**src/rtl/spi_ctrl_pkg.sv**
```systemverilog
// Shared definitions for the SPI initiator controller.
//   - spi_state_t : controller state encoding
//   - FRAME_BITS  : serial frame length (R/W + 7-bit address + data byte)
//   - WRITE_BIT   : value of the R/W bit that marks a write
//   - pack_frame  : builds the 16-bit frame {rw, addr[6:0], data[7:0]}
package spi_ctrl_pkg;

  typedef enum logic [2:0] {
    IDLE  = 3'd0,
    SETUP = 3'd1,
    SHIFT = 3'd2,
    HOLD  = 3'd3,
    DONE  = 3'd4,
    GAP   = 3'd5
  } spi_state_t;

  localparam int   FRAME_BITS = 16;
  localparam logic WRITE_BIT  = 1'b1;

  function automatic logic [FRAME_BITS-1:0] pack_frame(
    input logic       rw,
    input logic [6:0] addr,
    input logic [7:0] data
  );
    pack_frame = {rw, addr, data};
  endfunction

endpackage

```
**src/rtl/spi_clk_div.sv**
```systemverilog
// Half-period tick generator for the SPI initiator.
// Ports:
//   clk  - system clock
//   rst  - asynchronous active-high reset
//   ena  - clock enable; when low the counter holds
//   clr  - synchronous clear (qualified by ena), used on every state entry
//   tick - high for the cycle in which the counter sits at CLK_DIV-1
module spi_clk_div #(
  parameter int CLK_DIV = 4
) (
  input  logic clk,
  input  logic rst,
  input  logic ena,
  input  logic clr,
  output logic tick
);

  localparam logic [7:0] CNT_LAST = 8'(CLK_DIV - 1);

  logic [7:0] cnt_r;

  assign tick = ena && (cnt_r == CNT_LAST);

  // Divider counter: 0..CLK_DIV-1, wraps on tick, cleared on request
  always_ff @(posedge clk or posedge rst) begin
    if (rst) begin
      cnt_r <= 8'd0;
    end else if (ena) begin
      if (clr || (cnt_r == CNT_LAST)) begin
        cnt_r <= 8'd0;
      end else begin
        cnt_r <= cnt_r + 8'd1;
      end
    end else begin
      cnt_r <= cnt_r;
    end
  end

endmodule

```
**src/rtl/spi_master_ctrl.sv**
```systemverilog
// SPI initiator that issues single register read/write commands to a
// register-mapped SPI responder. Each command becomes a 16-bit frame,
// MSB first: {R/W (1 = write), addr[6:0], wdata[7:0] (zero on reads)}.
// The byte clocked in from MISO during the data byte is returned on a
// one-cycle response strobe at the end of every frame.
//
// Ports:
//   clk, rst             - system clock, asynchronous active-high reset
//   ena                  - clock enable; low freezes all state and outputs
//   mode[1:0]            - {cpol, cpha}, captured when a command is accepted
//   cmd_valid/cmd_ready  - command handshake (ready only while idle)
//   cmd_write            - 1 = write, 0 = read
//   cmd_addr, cmd_wdata  - register address and write data
//   rsp_valid, rsp_rdata - end-of-frame strobe and captured data byte
//   busy                 - high from accept until the inter-frame gap ends
//   spi_cs_n, spi_clk, spi_mosi, spi_miso - SPI bus
//
// Build option:
//   SPI_MASTER_MISO_SYNC_EN - route spi_miso through a two-flop
//   synchronizer and capture the synchronized bit two cycles after the
//   sampling tick (needs CLK_DIV >= 3; HOLD absorbs the delay).
module spi_master_ctrl
  import spi_ctrl_pkg::*;
#(
  parameter int CLK_DIV    = 4,
  parameter int ADDR_WIDTH = 7,
  parameter int REG_WIDTH  = 8,
  parameter int GAP_HALF   = 2
) (
  input  logic                  clk,
  input  logic                  rst,
  input  logic                  ena,
  input  logic [1:0]            mode,
  input  logic                  cmd_valid,
  output logic                  cmd_ready,
  input  logic                  cmd_write,
  input  logic [ADDR_WIDTH-1:0] cmd_addr,
  input  logic [REG_WIDTH-1:0]  cmd_wdata,
  output logic                  rsp_valid,
  output logic [REG_WIDTH-1:0]  rsp_rdata,
  output logic                  busy,
  output logic                  spi_cs_n,
  output logic                  spi_clk,
  output logic                  spi_mosi,
  input  logic                  spi_miso
);

  localparam logic [7:0] LAST_EDGE = 8'(2 * FRAME_BITS - 1);
  localparam logic [7:0] GAP_LAST  = 8'(GAP_HALF - 1);
  localparam logic       GAP_SKIP  = (GAP_HALF == 0);

  generate
    if ((CLK_DIV < 2) || (CLK_DIV > 255)) begin : g_bad_clk_div
      $error("spi_master_ctrl: CLK_DIV must be within 2..255");
    end
    if (REG_WIDTH != 8) begin : g_bad_reg_width
      $error("spi_master_ctrl: REG_WIDTH must be 8");
    end
`ifdef SPI_MASTER_MISO_SYNC_EN
    if (CLK_DIV < 3) begin : g_bad_sync_div
      $error("spi_master_ctrl: MISO synchronizer requires CLK_DIV >= 3");
    end
`endif
  endgenerate

  spi_state_t state_r;
  spi_state_t next_state_s;

  logic                  cpol_r;
  logic                  cpha_r;
  logic [FRAME_BITS-1:0] tx_r;
  logic [7:0]            rx_r;
  logic [7:0]            edge_r;
  logic                  spi_clk_r;
  logic                  spi_mosi_r;
  logic                  spi_cs_n_r;
  logic                  rsp_valid_r;
  logic [REG_WIDTH-1:0]  rsp_rdata_r;
  logic                  busy_r;
  logic                  cmd_ready_r;

  logic                  tick_s;
  logic                  clr_s;
  logic                  accept_s;
  logic                  lead_s;
  logic                  last_edge_s;
  logic                  shift_tick_s;
  logic                  drive_s;
  logic                  sample_s;
  logic                  capture_s;
  logic                  capture_bit_s;
  logic [6:0]            addr7_s;
  logic [7:0]            data_s;
  logic [FRAME_BITS-1:0] frame_s;

  // Only the low 7 address bits fit in the frame; wider addresses are cut.
  assign addr7_s  = 7'(cmd_addr);
  assign data_s   = (cmd_write == WRITE_BIT) ? 8'(cmd_wdata) : 8'h00;
  assign frame_s  = pack_frame(cmd_write, addr7_s, data_s);

  assign accept_s     = (state_r == IDLE) && cmd_valid && cmd_ready_r && ena;
  assign clr_s        = (next_state_s != state_r);
  assign lead_s       = ~edge_r[0];
  assign last_edge_s  = (edge_r == LAST_EDGE);
  assign shift_tick_s = tick_s && (state_r == SHIFT);
  // cpha=1 drives on leading edges; cpha=0 drives on trailing edges, except
  // after the final edge where there is no next bit.
  assign drive_s      = shift_tick_s &&
                        (cpha_r ? lead_s : (~lead_s && ~last_edge_s));
  assign sample_s     = shift_tick_s && (cpha_r ? ~lead_s : lead_s);

  spi_clk_div #(
    .CLK_DIV (CLK_DIV)
  ) u_clk_div (
    .clk  (clk),
    .rst  (rst),
    .ena  (ena),
    .clr  (clr_s),
    .tick (tick_s)
  );

`ifdef SPI_MASTER_MISO_SYNC_EN
  logic miso_s1_r;
  logic miso_s2_r;
  logic samp_d1_r;
  logic samp_d2_r;

  // MISO synchronizer and matching two-cycle delay of the sample strobe
  always_ff @(posedge clk or posedge rst) begin
    if (rst) begin
      miso_s1_r <= 1'b0;
      miso_s2_r <= 1'b0;
      samp_d1_r <= 1'b0;
      samp_d2_r <= 1'b0;
    end else if (ena) begin
      miso_s1_r <= spi_miso;
      miso_s2_r <= miso_s1_r;
      samp_d1_r <= sample_s;
      samp_d2_r <= samp_d1_r;
    end else begin
      miso_s1_r <= miso_s1_r;
      miso_s2_r <= miso_s2_r;
      samp_d1_r <= samp_d1_r;
      samp_d2_r <= samp_d2_r;
    end
  end

  assign capture_s     = samp_d2_r;
  assign capture_bit_s = miso_s2_r;
`else
  assign capture_s     = sample_s;
  assign capture_bit_s = spi_miso;
`endif

  // Next-state logic; every transition is qualified by ena
  always_comb begin
    next_state_s = state_r;
    case (state_r)
      IDLE: begin
        if (accept_s) begin
          next_state_s = SETUP;
        end else begin
          next_state_s = IDLE;
        end
      end
      SETUP: begin
        if (tick_s) begin
          next_state_s = SHIFT;
        end else begin
          next_state_s = SETUP;
        end
      end
      SHIFT: begin
        if (tick_s && last_edge_s) begin
          next_state_s = HOLD;
        end else begin
          next_state_s = SHIFT;
        end
      end
      HOLD: begin
        if (tick_s) begin
          next_state_s = DONE;
        end else begin
          next_state_s = HOLD;
        end
      end
      DONE: begin
        if (!ena) begin
          next_state_s = DONE;
        end else if (GAP_SKIP) begin
          next_state_s = IDLE;
        end else begin
          next_state_s = GAP;
        end
      end
      GAP: begin
        if (tick_s && (edge_r == GAP_LAST)) begin
          next_state_s = IDLE;
        end else begin
          next_state_s = GAP;
        end
      end
      default: begin
        next_state_s = IDLE;
      end
    endcase
  end

  // State register and status outputs derived from the state being entered
  always_ff @(posedge clk or posedge rst) begin
    if (rst) begin
      state_r     <= IDLE;
      cmd_ready_r <= 1'b0;
      busy_r      <= 1'b0;
      spi_cs_n_r  <= 1'b1;
      rsp_valid_r <= 1'b0;
      rsp_rdata_r <= {REG_WIDTH{1'b0}};
    end else if (ena) begin
      state_r     <= next_state_s;
      cmd_ready_r <= (next_state_s == IDLE);
      busy_r      <= (next_state_s != IDLE);
      spi_cs_n_r  <= !((next_state_s == SETUP) || (next_state_s == SHIFT) ||
                       (next_state_s == HOLD));
      rsp_valid_r <= (next_state_s == DONE);
      if ((state_r == HOLD) && (next_state_s == DONE)) begin
        rsp_rdata_r <= REG_WIDTH'(rx_r);
      end else begin
        rsp_rdata_r <= rsp_rdata_r;
      end
    end else begin
      state_r     <= state_r;
      cmd_ready_r <= cmd_ready_r;
      busy_r      <= busy_r;
      spi_cs_n_r  <= spi_cs_n_r;
      rsp_valid_r <= rsp_valid_r;
      rsp_rdata_r <= rsp_rdata_r;
    end
  end

  // Edge index in SHIFT and half-period count in GAP, restarted on entry
  always_ff @(posedge clk or posedge rst) begin
    if (rst) begin
      edge_r <= 8'd0;
    end else if (ena) begin
      if (clr_s) begin
        edge_r <= 8'd0;
      end else if (tick_s && ((state_r == SHIFT) || (state_r == GAP))) begin
        edge_r <= edge_r + 8'd1;
      end else begin
        edge_r <= edge_r;
      end
    end else begin
      edge_r <= edge_r;
    end
  end

  // Mode latch, SPI clock and MOSI shifting
  always_ff @(posedge clk or posedge rst) begin
    if (rst) begin
      cpol_r     <= 1'b0;
      cpha_r     <= 1'b0;
      spi_clk_r  <= 1'b0;
      spi_mosi_r <= 1'b0;
      tx_r       <= {FRAME_BITS{1'b0}};
    end else if (ena) begin
      if (accept_s) begin
        cpol_r     <= mode[1];
        cpha_r     <= mode[0];
        spi_clk_r  <= mode[1];
        // MSB is presented at once; cpha=0 has already consumed it.
        spi_mosi_r <= frame_s[FRAME_BITS-1];
        tx_r       <= mode[0] ? frame_s : {frame_s[FRAME_BITS-2:0], 1'b0};
      end else begin
        cpol_r <= cpol_r;
        cpha_r <= cpha_r;
        if (shift_tick_s) begin
          spi_clk_r <= ~spi_clk_r;
        end else begin
          spi_clk_r <= spi_clk_r;
        end
        if (drive_s) begin
          spi_mosi_r <= tx_r[FRAME_BITS-1];
          tx_r       <= {tx_r[FRAME_BITS-2:0], 1'b0};
        end else begin
          spi_mosi_r <= spi_mosi_r;
          tx_r       <= tx_r;
        end
      end
    end else begin
      cpol_r     <= cpol_r;
      cpha_r     <= cpha_r;
      spi_clk_r  <= spi_clk_r;
      spi_mosi_r <= spi_mosi_r;
      tx_r       <= tx_r;
    end
  end

  // MISO capture, MSB first; the eight address-phase samples shift out the
  // top so only the data byte remains at the end of the frame.
  always_ff @(posedge clk or posedge rst) begin
    if (rst) begin
      rx_r <= 8'd0;
    end else if (ena && capture_s) begin
      rx_r <= {rx_r[6:0], capture_bit_s};
    end else begin
      rx_r <= rx_r;
    end
  end

  assign cmd_ready = cmd_ready_r;
  assign busy      = busy_r;
  assign rsp_valid = rsp_valid_r;
  assign rsp_rdata = rsp_rdata_r;
  assign spi_cs_n  = spi_cs_n_r;
  assign spi_clk   = spi_clk_r;
  assign spi_mosi  = spi_mosi_r;

endmodule
```
**config.mk**
```make
export PLATFORM = sky130hd
export DESIGN_NAME = spi_master_ctrl
export DESIGN_NICKNAME = d
export VERILOG_FILES = /design/src/rtl/spi_ctrl_pkg.sv /design/src/rtl/spi_clk_div.sv /design/src/rtl/spi_master_ctrl.sv
export SDC_FILE = /design/constraint.sdc
export NUM_CORES = 1
export LEC_CHECK = 0
export BUFFER_PORTS_ARGS = -buffer_cell sky130_fd_sc_hd__buf_2
export CAP_MARGIN = 20
export CORE_MARGIN = 4
export CORE_UTILIZATION = 60
export DETAILED_ROUTE_END_ITERATION = 8
export PLACE_DENSITY_LB_ADDON = 0.1
export SYNTH_ARGS = -nofsm -noshare
export SYNTH_HDL_FRONTEND = slang
export SYNTH_SLANG_ARGS = --single-unit
```
**constraint.sdc**
```tcl
create_clock -name clk -period 5.45 [get_ports clk]
set_input_delay 0 -clock clk [delete_from_list [all_inputs] [get_ports clk]]
set_output_delay 0 -clock clk [all_outputs]
set_load 0.1 [all_outputs]
```
* Word-level counts from Yosys, hierarchy flattened
Cells that the tools add are included.
Cells by class: bitwise gates (word level) 3, multiplexer cells 20, reductions and logical operators 29, $add $sub $neg 2, equal/unequal tests 13
Operators by type and width (count):
- $mux 16 | 3
- $mux 8 | 4
- $pmux 3 s6 | 1
- $add 8x1->8 const B | 2
- $logic_and 1x1->1 | 13
- $eq 3x2->1 const B | 4
- $reduce_and 2->1 | 5
- $eq 3x3->1 const B | 3
- $mux 1 | 9
- $eq 8x1->1 const B | 1
- $eq 8x2->1 const B | 1
- $eq 8x5->1 const B | 1
- $eq 3x1->1 const B | 2
- $logic_not 3->1 | 2
- $mux 3 | 2
- $reduce_bool 2->1 | 3
- $logic_or 1x1->1 | 4
- $ne 3x3->1 | 1
- $not 1->1 | 3
- $reduce_bool 3->1 | 1
- $mux 2 | 1
- $logic_not 1->1 | 1
Storage, ports and cells: word-level logic and storage cells 80, flip-flop bits (word level) 58

* Longest topological paths before layout
Gate-level depths: netlist of run 1.
depth after elaboration 10, gate-level depth with buffers 9, gate-level depth less buffers 8

* Hierarchy
Synthesis of run 1 repeated with hierarchy kept, for this count alone.
Second synthesis, totals: cell total of the unflattened synthesis 305, area total of the unflattened synthesis 3130.5 um2
Modules (own cells, without submodules):
- spi_master_ctrl | times used 1, area an instance 2675.1 um2, cells an instance 256
- spi_clk_div | times used 1, area an instance 455.4 um2, cells an instance 49

* Worst setup path before layout of run 1
Ideal clock, no wire load.
path type register to register, from register cmd_ready_r, in the netlist cmd_ready, to register tx_r[15], arrival time 2183 ps, setup time 125 ps, cell stages (with the launch flop) 5, setup slack 3142 ps, buffers on the path 1, cell sequence dfrtp_1 -> nand4_1 -> o21ai_2 -> buf_4 -> mux2_2
Between the ends: cells in the longest elaborated chain, start to end 4
Ends and longest elaborated chain:
- from (decl) | RTL line spi_master_ctrl.sv:80 | logic cmd_ready_r;
- from (signal assigned) | RTL line spi_master_ctrl.sv:220 | cmd_ready_r <= (next_state_s == IDLE);
- from (signal assigned) | RTL line spi_master_ctrl.sv:232 | cmd_ready_r <= cmd_ready_r;
- $logic_and 1x1->1 * (2 in series) | RTL line spi_master_ctrl.sv:101 | assign accept_s = (state_r == IDLE) && cmd_valid && cmd_ready_r && ena;
- $reduce_bool 2->1 (no source line)
- $reduce_and 2->1 (no source line)
- to (signal assigned) | RTL line spi_master_ctrl.sv:264 | tx_r <= {FRAME_BITS{1'b0}};
- to (signal assigned) | RTL line spi_master_ctrl.sv:272 | tx_r <= mode[0] ? frame_s : {frame_s[FRAME_BITS-2:0], 1'b0};
- to (signal assigned) | RTL line spi_master_ctrl.sv:283 | tx_r <= {tx_r[FRAME_BITS-2:0], 1'b0};
- to (decl) | RTL line spi_master_ctrl.sv:71 | logic [FRAME_BITS-1:0] tx_r;
Every way passes the cells marked *; elsewhere a longest branch is shown, timed or not. A chain may end at the register's enable or synchronous reset.

* Worst setup path after layout of run 1
from register u_clk_div.cnt_r[0], to register tx_r[10]
Between the ends: cells in the longest elaborated chain, start to end 6
Ends and longest elaborated chain:
- from (decl) | RTL line spi_clk_div.sv:20 | logic [7:0] cnt_r;
- from (signal assigned) | RTL line spi_clk_div.sv:32 | cnt_r <= cnt_r + 8'd1;
- from (signal assigned) | RTL line spi_clk_div.sv:35 | cnt_r <= cnt_r;
- $eq 8x2->1 | RTL line spi_clk_div.sv:22 | assign tick = ena && (cnt_r == CNT_LAST);
- $logic_and 1x1->1 | RTL line spi_clk_div.sv:22
- $logic_and 1x1->1 | RTL line spi_master_ctrl.sv:105 | assign shift_tick_s = tick_s && (state_r == SHIFT);
- $logic_and 1x1->1 | RTL line spi_master_ctrl.sv:108 | assign drive_s = shift_tick_s &&
- $reduce_bool 2->1 (no source line)
- $reduce_and 2->1 (no source line)
Every way passes these cells.

==> results.py, run 1 <==
metrics = {
    "run_status": {
        "outcome": "complete, no violations",
    },
    "clock_network": {
        "clkTransAtPathRegs_ps": 60,
        "numCtsBuffers": 9,
        "cts_max_level": 3,
        "root_buffer": "clkbuf_8",
        "cts_tree": "yes",
        "clock-sinks": 58,
        "cts_resized": 0,
        "clockBufferDepth": 2,
        "worstSkewPairLatency_ps": 330,
    },
    "placed_design": {
        "dp.cells": 387,
        "portBuffers": 36,
        "dpl_cell_area_um2": 3270,
        "gp_congestion": 0.826,
        "dpl.hpwl_mm": 3.86,
    },
    "final_layout": {
        "finalNetCount": 361,
        "final_area_um2": 3550,
        "final_cells": 407,
        "nFillCells": 352,
        "final_core_util_pct": 73.2,
        "diodes": 0,
        "syn2layout_area_growth_pct": 14.9,
        "drive_gt1_share_pct": 26.2,
    },
    "job": {
        "maxCapViolCount": 0,
    },
    "worst_setup_path": {
        "cp-end-kind": "flop",
        "crit_type": "flop to flop",
        "worstPathArrival_ps": 2780,
        "required_ps": 5660,
        "startpoint_type": "flop",
        "worstPathMaxFanout": 25,
    },
    "sta": {
        "setup_tns_ps": 0,
        "setup_violations": 0,
        "finClkSkew_ps": 7.83,
        "drv_slew": 0,
        "worst_pin_slew_ps": 993,
        "hold_viol": 0,
        "final.period_utilization_pct": 47.2,
        "fmax_mhz": 389,
        "period_needed_ps": 2570,
        "timing.slew.headroom_pct": 33.8,
        "rsz0062_at_grt": "false",
    },
    "drt": {
        "drt-met1-wl_mm": 2.81,
        "drtAntennaViolNets": 0,
        "route.vias.total": 2282,
        "wl_met2_mm": 2.66,
        "drt-initial-drc-count": 121,
        "highest_layer": "met4",
        "first_pass_iters": 4,
        "drcViolationCount": 0,
        "viasPerCell": 5.61,
        "routedWlPerCell_um": 14.5,
        "wl_met3_um": 293,
        "drt_wl_total_mm": 5.90,
    },
    "global_route": {
        "grt_pass1_vias": 2269,
        "overflow": 0,
        "track_usage_pct": 20.9,
        "grt_max_degree": 59,
        "grt_pass1_wl_mm": 10.3,
        "antenna_found_initial": 0,
    },
    "synthesis": {
        "syn_area_per_cell_um2": 10.3,
        "yosysTopAreaCell": "dfrtp_1",
        "yosysTopAreaCellShare_pct": 46.2,
        "ys_seq_area_share_pct": 47.0,
        "syn_area_um2": 3090,
        "yosys-top-cells-area": "dfrtp_1 (46%), mux2_2 (6.6%), mux2i_1 (5.2%)",
        "synth_edf_count": 0,
        "yosysMostFrequentCell": "dfrtp_1",
        "ys_seq_elements": 58,
        "synth_cells": 300,
        "ys_async_sr_fraction_pct": 100,
        "synth_warnings": 0,
        "syn_nets": 326,
        "ys.flop_type": "dfrtp_1",
        "synthDistinctLibCells": 49,
        "yosys-top-cells-count": "dfrtp_1 (57), nand2_1 (27), a21oi_1 (25)",
    },
    "power": {
        "ir_drop_mv": 0.280,
        "p_per_area_nw_per_um2": 329,
        "cellLeakagePower_nw": 1.76,
    },
    "floorplan": {
        "die_w_um": 79.8,
        "chipHeight_um": 79.8,
        "fp.coreArea_um2": 4850,
        "pin_count": 37,
        "rows": 25,
        "die_area_um2": 6360,
        "initial_core_util_pct": 63.7,
    },
    "worst_hold_path": {
        "hp-class": "input pin to flop",
    },
}
-- metrics by stage --
stage	hold slack [ps]	total power [mW]	worst slack (ps)
finish	55.1	1.17	2880
global placement	234	0.691	2950
detailed placement	237	0.700	2880
floorplan	149	0.655	3140
global route	73.5	1.23	2620
CTS	45.8	1.17	2850
-- repair_timing --
action / in CTS / in global routing
hold buffers: 4 / 0
endpoints found under the setup margin: 0 / 0
endpoints found under the hold margin: 60 / 0
setup buffers: 0 / 0
-- critical path: stages (launching register included) --
cell     delay [ps]
dfrtp_1         390
ha_1            260
nor4b_4         370
nand4_4         170
o21ai_2         820
mux2_2          420
-- final timing paths --
check | slack [ps] | endpoint | depth (start not counted) | from
setup / recovery | 2880 | tx_r[10] | 5 | u_clk_div.cnt_r[0]
max in group asynchronous | 4570 | rx_r[2] | 4 | rst
hold / removal | 60 | tx_r[0] | 3 | cmd_write
hold reg to reg | 490 | busy | 1 | busy
setup reg to reg | 2880 | tx_r[10] | 5 | u_clk_div.cnt_r[0]
min in group asynchronous | 420 | rsp_valid | 4 | rst
-- cells by family (layout without fill, tap and decap cells) --
kind of cell    count (synthesis)  count (layout)  synth area share [%]
simple gates                   94              94                  17.0
compound gates                 70              70                  13.6
flops                          58              58                  47.0
mux                            42              42                  15.6
buf+inv                        29              69                  4.37
xor+xnor                        4               4                  1.13
fa+ha+maj                       3               3                  1.22
-- sequential cells by signal, summed over array words and instances (netlist names) --
register         flops
spi_mosi             1
busy                 1
spi_cs_n             1
cpha_r               1
cmd_ready            1
spi_clk              1
rsp_rdata            8
tx_r                16
state_r              3
edge_r               8
u_clk_div.cnt_r      8
rx_r                 8
rsp_valid            1
-- routing by layer --
layer / GRT usage, % / vias to the layer above
met5: 0 / -
met4: 11.0 / 0
met3: 3.39 / 13
met2: 31.4 / 61
met1: 29.1 / 1067
li1: - / 1141
-- power breakdown --
part	internal, mW	switching [mW]	total (mW)
registers	0.468	0.0466	0.515
clock network	0.303	0.166	0.469
logic	0.0700	0.112	0.182
-- final cells by class --
class                      instances  area, um^2  share of cell area [%]
multi-input combinational        213        1500                    42.3
clock buffer                      11         131                    3.70
sequential                        58        1450                    40.9
clock inverter                     5         103                    2.89
tap                               67        83.8                    2.36
inverter                          11        41.3                    1.16
timing repair buffer              42         235                    6.63
-- cells in the final DEF (no fill, tap or decap), drive strengths merged, types with 4 or more instances in the layout --
master	count
nand2	27
nor2	19
a31oi	8
dlygate4sd3	4
nor3b	9
inv	11
nand4	8
buf	38
nand3	8
dfrtp	57
o22ai	5
nor2b	7
clkbuf	11
a21oi	26
mux2i	16
nand2b	5
mux2	26
o21ai	17
(Power assumes the default switching activity.)
==> run 2, diff against run 1 <==
--- a/config.mk
+++ b/config.mk
@@ -8,7 +8,7 @@
 export BUFFER_PORTS_ARGS = -buffer_cell sky130_fd_sc_hd__buf_2
 export CAP_MARGIN = 20
 export CORE_MARGIN = 4
-export CORE_UTILIZATION = 60
+export CORE_UTILIZATION = 52
 export DETAILED_ROUTE_END_ITERATION = 8
 export PLACE_DENSITY_LB_ADDON = 0.1
 export SYNTH_ARGS = -nofsm -noshare
==> constraint.sdc (replaced) <==
create_clock -name clk -period 2.35 [get_ports clk]
set_input_delay 0 -clock clk [delete_from_list [all_inputs] [get_ports clk]]
set_output_delay 0 -clock clk [all_outputs]
set_load 0.1 [all_outputs]
==> run 2 against run 1 <==
  * Wire length is 2.2% higher
  * Combinational power is 140% higher
  * Die area is 14% higher
  * Sequential cell count stayed put
  * Global-route usage is 2.9 points lower
  * Worst hold slack worse by 4.1 ps
  * Core utilization is 8.8 points lower
  * Non-clock buffer count is 10 higher
  * Critical endpoint is now u_clk_div.cnt_r[2]
  * First-iteration DRC count is 12% lower
  * Sequential power is 130% higher
  * Sequential share of layout area is 0.94 points lower
==> results.py, run 2 (synthesized netlist as in run 1, its figures left out) <==
metrics = {
    "worst_setup_path": {
        "startpoint_type": "flop",
        "worstPathArrival_ps": 2390,
        "crit_chain": "ha_1, nor4b_4, and2_2, a31o_2, a21oi_2, buf_4, a21boi_1, o22ai_1",
        "worstPathMaxFanout": 12,
        "path_delay_family": "simple AND/OR/NAND/NOR gates",
        "cp-end-kind": "flop",
        "cp_slowest_cell": "dfrtp_1",
        "crit_type": "flop to flop",
        "required_ps": 2550,
        "cpPeakStageDelay_ps": 390,
        "crit_buf_inv": 1,
    },
    "power": {
        "p_per_area_nw_per_um2": 705,
        "ir_drop_mv": 0.624,
        "switchingPower_uw": 783,
        "clockPowerShare_pct": 36.6,
        "sequentialPowerShare_pct": 46.2,
        "swShare_pct": 30.6,
        "combPwrFrac_pct": 17.2,
        "p_int_mw": 1.78,
        "cellLeakagePower_nw": 1.80,
    },
    "clock_network": {
        "clockBufferDepth": 2,
        "cts_setup_buffers": 0,
        "root_buffer": "clkbuf_8",
        "clock-sinks": 58,
        "clkTransAtPathRegs_ps": 70,
        "cts_tree": "yes",
        "numCtsBuffers": 9,
        "cts_max_level": 3,
        "worstSkewPairLatency_ps": 330,
    },
    "drt": {
        "drtAntennaViolNets": 0,
        "route.vias.total": 2339,
        "drt_wl_total_mm": 6.03,
        "routedWlPerCell_um": 14.3,
        "drt-initial-drc-count": 106,
        "drcViolationCount": 0,
        "viasPerCell": 5.54,
        "first_pass_iters": 4,
    },
    "sta": {
        "fmax_mhz": 456,
        "hold_viol": 0,
        "setup_tns_ps": 0,
        "finClkSkew_ps": 7.22,
        "holdWs_ps": 51.0,
        "period_needed_ps": 2190,
        "worst_pin_slew_ps": 514,
        "rsz0062_at_grt": "false",
        "timing.slew.headroom_pct": 65.2,
        "final.period_utilization_pct": 93.3,
        "setup_violations": 0,
        "drv_slew": 0,
    },
    "final_layout": {
        "finalNetCount": 371,
        "multiInputGateArea_um2": 1510,
        "largest_reg_flops": 16,
        "layout_common_cells": "dfrtp_1 (57), buf_2 (36), nand2_1 (27)",
        "final_common_cell": "dfrtp_1",
        "nFillCells": 483,
        "diodes": 0,
        "syn2layout_area_growth_pct": 17.6,
        "drive_gt1_share_pct": 28.9,
        "largest-register": "tx_r",
        "seq_area_um2": 1450,
    },
    "floorplan": {
        "chipHeight_um": 85.1,
        "die_w_um": 85.1,
        "rows": 27,
        "die_area_um2": 7240,
        "initial_core_util_pct": 54.8,
        "pin_count": 37,
        "fp.coreArea_um2": 5640,
    },
    "worst_hold_path": {
        "hp-class": "input pin to flop",
    },
    "global_route": {
        "track_usage_pct": 18.0,
        "grt_pass1_vias": 2273,
        "grt_max_degree": 59,
        "grt_pass1_wl_mm": 10.6,
        "overflow": 0,
        "antenna_found_initial": 0,
    },
    "placed_design": {
        "portBuffers": 36,
        "gp_congestion": 0.825,
        "dpl.hpwl_mm": 4.04,
    },
    "job": {
        "maxCapViolCount": 0,
    },
    "run_status": {
        "outcome": "complete, no violations",
    },
}
==> run 2: layout make-up <==
class | instances | share of cell area, %
clock buffer | 10 | 3.79
sequential | 58 | 40.0
multi-input combinational | 213 | 41.5
clock inverter | 6 | 1.83
tap | 72 | 2.48
inverter | 11 | 1.14
timing repair buffer | 52 | 9.30
==> run 2: what timing repair did <==
action                                 in CTS  in global routing
endpoints found under the hold margin      66                  0
gates resized for setup                     0                  1
hold buffers                                5                  0
setup endpoints to repair                   0                  6
==> run 2: worst reg2reg max path: stages, from the launching register on <==
cell	delay, ps
dfrtp_1	390
ha_1	260
nor4b_4	400
and2_2	300
a31o_2	220
a21oi_2	60
buf_4	180
a21boi_1	170
o22ai_1	100
==> run 2: power groups by stage <==
| stage | combinational, mW | clock [mW] | sequential, mW |
|---|---|---|---|
| floorplan | 0.255 | 0 | 1.26 |
| global placement | 0.428 | 0 | 1.20 |
| detailed placement | 0.433 | 0 | 1.20 |
| CTS | 0.442 | 0.958 | 1.18 |
| global route | 0.494 | 1.01 | 1.20 |
| finish | 0.441 | 0.937 | 1.18 |
==> run 2: per-stage QoR <==
step                      cell area (um^2)  worst slack, ps  utilization, %  total power, mW  instances
after global placement                3370              178            59.8             1.63        401
after CTS                             3630              120            64.3             2.58        422
after floorplan                       3090             42.4               -             1.52        300
after detailed placement              3370              126            59.8             1.63        401
after global routing                  3630             37.2            64.4             2.70        422
final                                 3630              158            64.4             2.56        422
==> run 2: path summary, 6_finish.rpt <==
check | start | slack [ps] | to | depth (start not counted)
worst max-delay path | u_clk_div.cnt_r[1] | 160 | u_clk_div.cnt_r[2] | 8
min in group asynchronous | rst | 260 | tx_r[1] | 4
worst min-delay path | cmd_write | 50 | tx_r[0] | 3
max in group asynchronous | rst | 1800 | spi_cs_n | 4
worst max register to register | u_clk_div.cnt_r[1] | 160 | u_clk_div.cnt_r[2] | 8
worst min register to register | busy | 480 | busy | 1
==> run 2: metal layers <==
layer  share of wire [%]  wire length (um)  GRT usage (%)  vias to the layer above
li1                    -                 -              -                     1161
met4                 1.5                91           7.48                        0
met3                 4.1               246           3.69                        8
met2                  45              2700           26.1                       44
met1                  50              2990           26.2                     1126
met5                   0                 0              0                        -
==> run 3, diff against run 2 <==
--- a/config.mk
+++ b/config.mk
@@ -5,12 +5,14 @@
 export SDC_FILE = /design/constraint.sdc
 export NUM_CORES = 1
 export LEC_CHECK = 0
-export BUFFER_PORTS_ARGS = -buffer_cell sky130_fd_sc_hd__buf_2
 export CAP_MARGIN = 20
+export CORE_ASPECT_RATIO = 0.75
 export CORE_MARGIN = 4
-export CORE_UTILIZATION = 52
+export CORE_UTILIZATION = 57
 export DETAILED_ROUTE_END_ITERATION = 8
+export DONT_BUFFER_PORTS = 1
 export PLACE_DENSITY_LB_ADDON = 0.1
+export SETUP_SLACK_MARGIN = 0.1
 export SYNTH_ARGS = -nofsm -noshare
 export SYNTH_HDL_FRONTEND = slang
 export SYNTH_SLANG_ARGS = --single-unit
==> run 3 against run 2 <==
  * Fmax is 4.9% higher
  * Worst hold slack worse by 14 ps
  * First-iteration DRC count is 25% lower
  * Cell count is 3.1% lower
  * Sequential power hardly changed
  * Sequential share of layout area is 0.16 points lower
  * Die area is 7.8% lower
  * Clock skew is 2.1 ps higher
  * Core utilization is 7.7 points higher
  * Wire length is 5.5% higher
  * Sequential cell count stayed put
  * Critical endpoint unchanged
  * Largest cell class unchanged
  * Largest power group unchanged
==> results.py, run 3 (synthesized netlist as in run 1, its figures left out) <==
metrics = {
    "run_status": {
        "outcome": "complete, no violations",
    },
    "drt": {
        "drt-initial-drc-count": 80,
        "route.vias.total": 2334,
        "routedWlPerCell_um": 15.6,
        "drt_wl_total_mm": 6.36,
        "highest_layer": "met4",
        "viasPerCell": 5.71,
        "wl_met3_um": 400,
        "drtAntennaViolNets": 0,
        "drt-met1-wl_mm": 3.03,
        "drcViolationCount": 0,
        "first_pass_iters": 4,
        "wl_met2_mm": 2.89,
    },
    "sta": {
        "period_needed_ps": 2090,
        "finClkSkew_ps": 9.31,
        "setup_violations": 0,
        "drv_slew": 0,
        "timing.slew.headroom_pct": 38.7,
        "setup_tns_ps": 0,
        "worst_pin_slew_ps": 916,
        "rsz0062_at_grt": "false",
        "holdWs_ps": 36.7,
        "fmax_mhz": 478,
        "hold_viol": 0,
        "final.period_utilization_pct": 89.0,
    },
    "global_route": {
        "grt_pass1_wl_mm": 10.4,
        "antenna_found_initial": 0,
        "overflow": 0,
        "grt_max_degree": 36,
        "grt_pass1_vias": 2186,
        "track_usage_pct": 20.1,
    },
    "worst_setup_path": {
        "worst_r2r_endpoint": "u_clk_div.cnt_r[2]",
        "worstPathArrival_ps": 2290,
        "worstPathMaxFanout": 12,
        "crit_type": "flop to flop",
        "timing.critical_path.from": "u_clk_div.cnt_r[0]",
        "cp-end-kind": "flop",
        "r2r_slack_ps": 260,
        "startpoint_type": "flop",
        "crit_path_end": "u_clk_div.cnt_r[2]",
        "worstReg2RegStart": "u_clk_div.cnt_r[0]",
        "required_ps": 2550,
        "worstRegToRegCells": 9,
    },
    "clock_network": {
        "worstSkewPairLatency_ps": 350,
        "clockBufferDepth": 2,
        "numCtsBuffers": 9,
        "cts_tree": "yes",
        "clkTransAtPathRegs_ps": 70,
        "clock-sinks": 58,
        "cts_max_level": 3,
        "cts_setup_buffers": 0,
        "root_buffer": "clkbuf_8",
    },
    "floorplan": {
        "die_area_um2": 6670,
        "pin_count": 37,
        "die_w_um": 93.0,
        "fp.coreArea_um2": 5060,
        "rows": 22,
        "initial_core_util_pct": 61.0,
        "chipHeight_um": 71.8,
    },
    "power": {
        "ir_drop_mv": 0.520,
        "cellLeakagePower_nw": 1.74,
        "p_per_area_nw_per_um2": 711,
    },
    "job": {
        "maxCapViolCount": 0,
    },
    "final_layout": {
        "drive_gt1_share_pct": 23.4,
        "final_common_cell": "dfrtp_1",
        "finalNetCount": 358,
        "layout_common_cells": "dfrtp_1 (56), nand2_1 (27), a21oi_1 (25)",
        "largest_reg_flops": 16,
        "final_cells": 409,
        "largest-register": "tx_r",
        "diodes": 0,
        "final_core_util_pct": 72.1,
        "syn2layout_area_growth_pct": 18.1,
    },
    "placed_design": {
        "gp_congestion": 0.801,
        "dp.cells": 376,
        "portBuffers": 0,
        "dpl.hpwl_mm": 4.03,
    },
    "worst_hold_path": {
        "hp-class": "input pin to flop",
    },
}
-- run 3: cell types whose count changed in the layout (fill, tap and decap cells not counted), moves of 2 or more --
cell           before  now
buf_2              36    0
buf_4               9   22
buf_12              2    0
dlygate4sd3_1       5   17
-- run 3: stage by stage --
stage	setup WS [ps]	power, mW	instance area [um^2]
3_5_place_dp	120	1.60	3250
5_1_grt	110	2.73	3650
2_1_floorplan	323	1.52	3090
6_report	259	2.60	3650
3_3_place_gp	191	1.59	3250
4_1_cts	105	2.59	3630
-- run 3: where the power goes --
part	switching, mW	total, mW	internal (mW)
clock network	0.423	0.941	0.517
logic	0.253	0.453	0.200
registers	0.115	1.20	1.09
total	0.792	2.60	1.80
-- run 3: worst min path at each step --
stage	from	end	slack, ps	cells after the start
finish	cmd_addr[3]	tx_r[12]	40	3
global route	cmd_addr[3]	tx_r[12]	50	3
CTS	cmd_addr[3]	tx_r[12]	10	3
detailed placement	rst	rsp_rdata[1]	-120	1
global placement	rst	rsp_rdata[1]	-120	1
floorplan	spi_miso	rx_r[0]	150	1
-- run 3: cell type report --
type                            instances  area, um^2
Timing Repair Buffer                   39         335
Multi-Input combinational cell        213        1530
Sequential cell                        58        1450
Clock buffer                           10         138
Inverter                               11        41.3
Tap cell                               72        90.1
Clock inverter                          6        66.3
Fill cell                             385        1420
-- run 3: metal layers --
layer	vias up	GRT usage [%]
li1	1137	-
met1	1135	27.6
met2	57	28.7
met3	5	7.97
met4	0	7.32
met5	-	0
-- run 3: what timing repair did --
action / in CTS / in global routing
resized for setup: 0 / 4
hold buffers: 17 / 0
setup endpoints to repair: 0 / 17
endpoints found under the hold margin: 96 / 0
-- run 3: critical path, cell delays in order, from the launching register on --
cell      delay (ps)
dfrtp_1          430
ha_4             180
nor4b_4          340
nand4_4          120
buf_4            180
o211ai_1         210
a21oi_2           40
buf_4            180
a21boi_1         150
o22ai_1          100
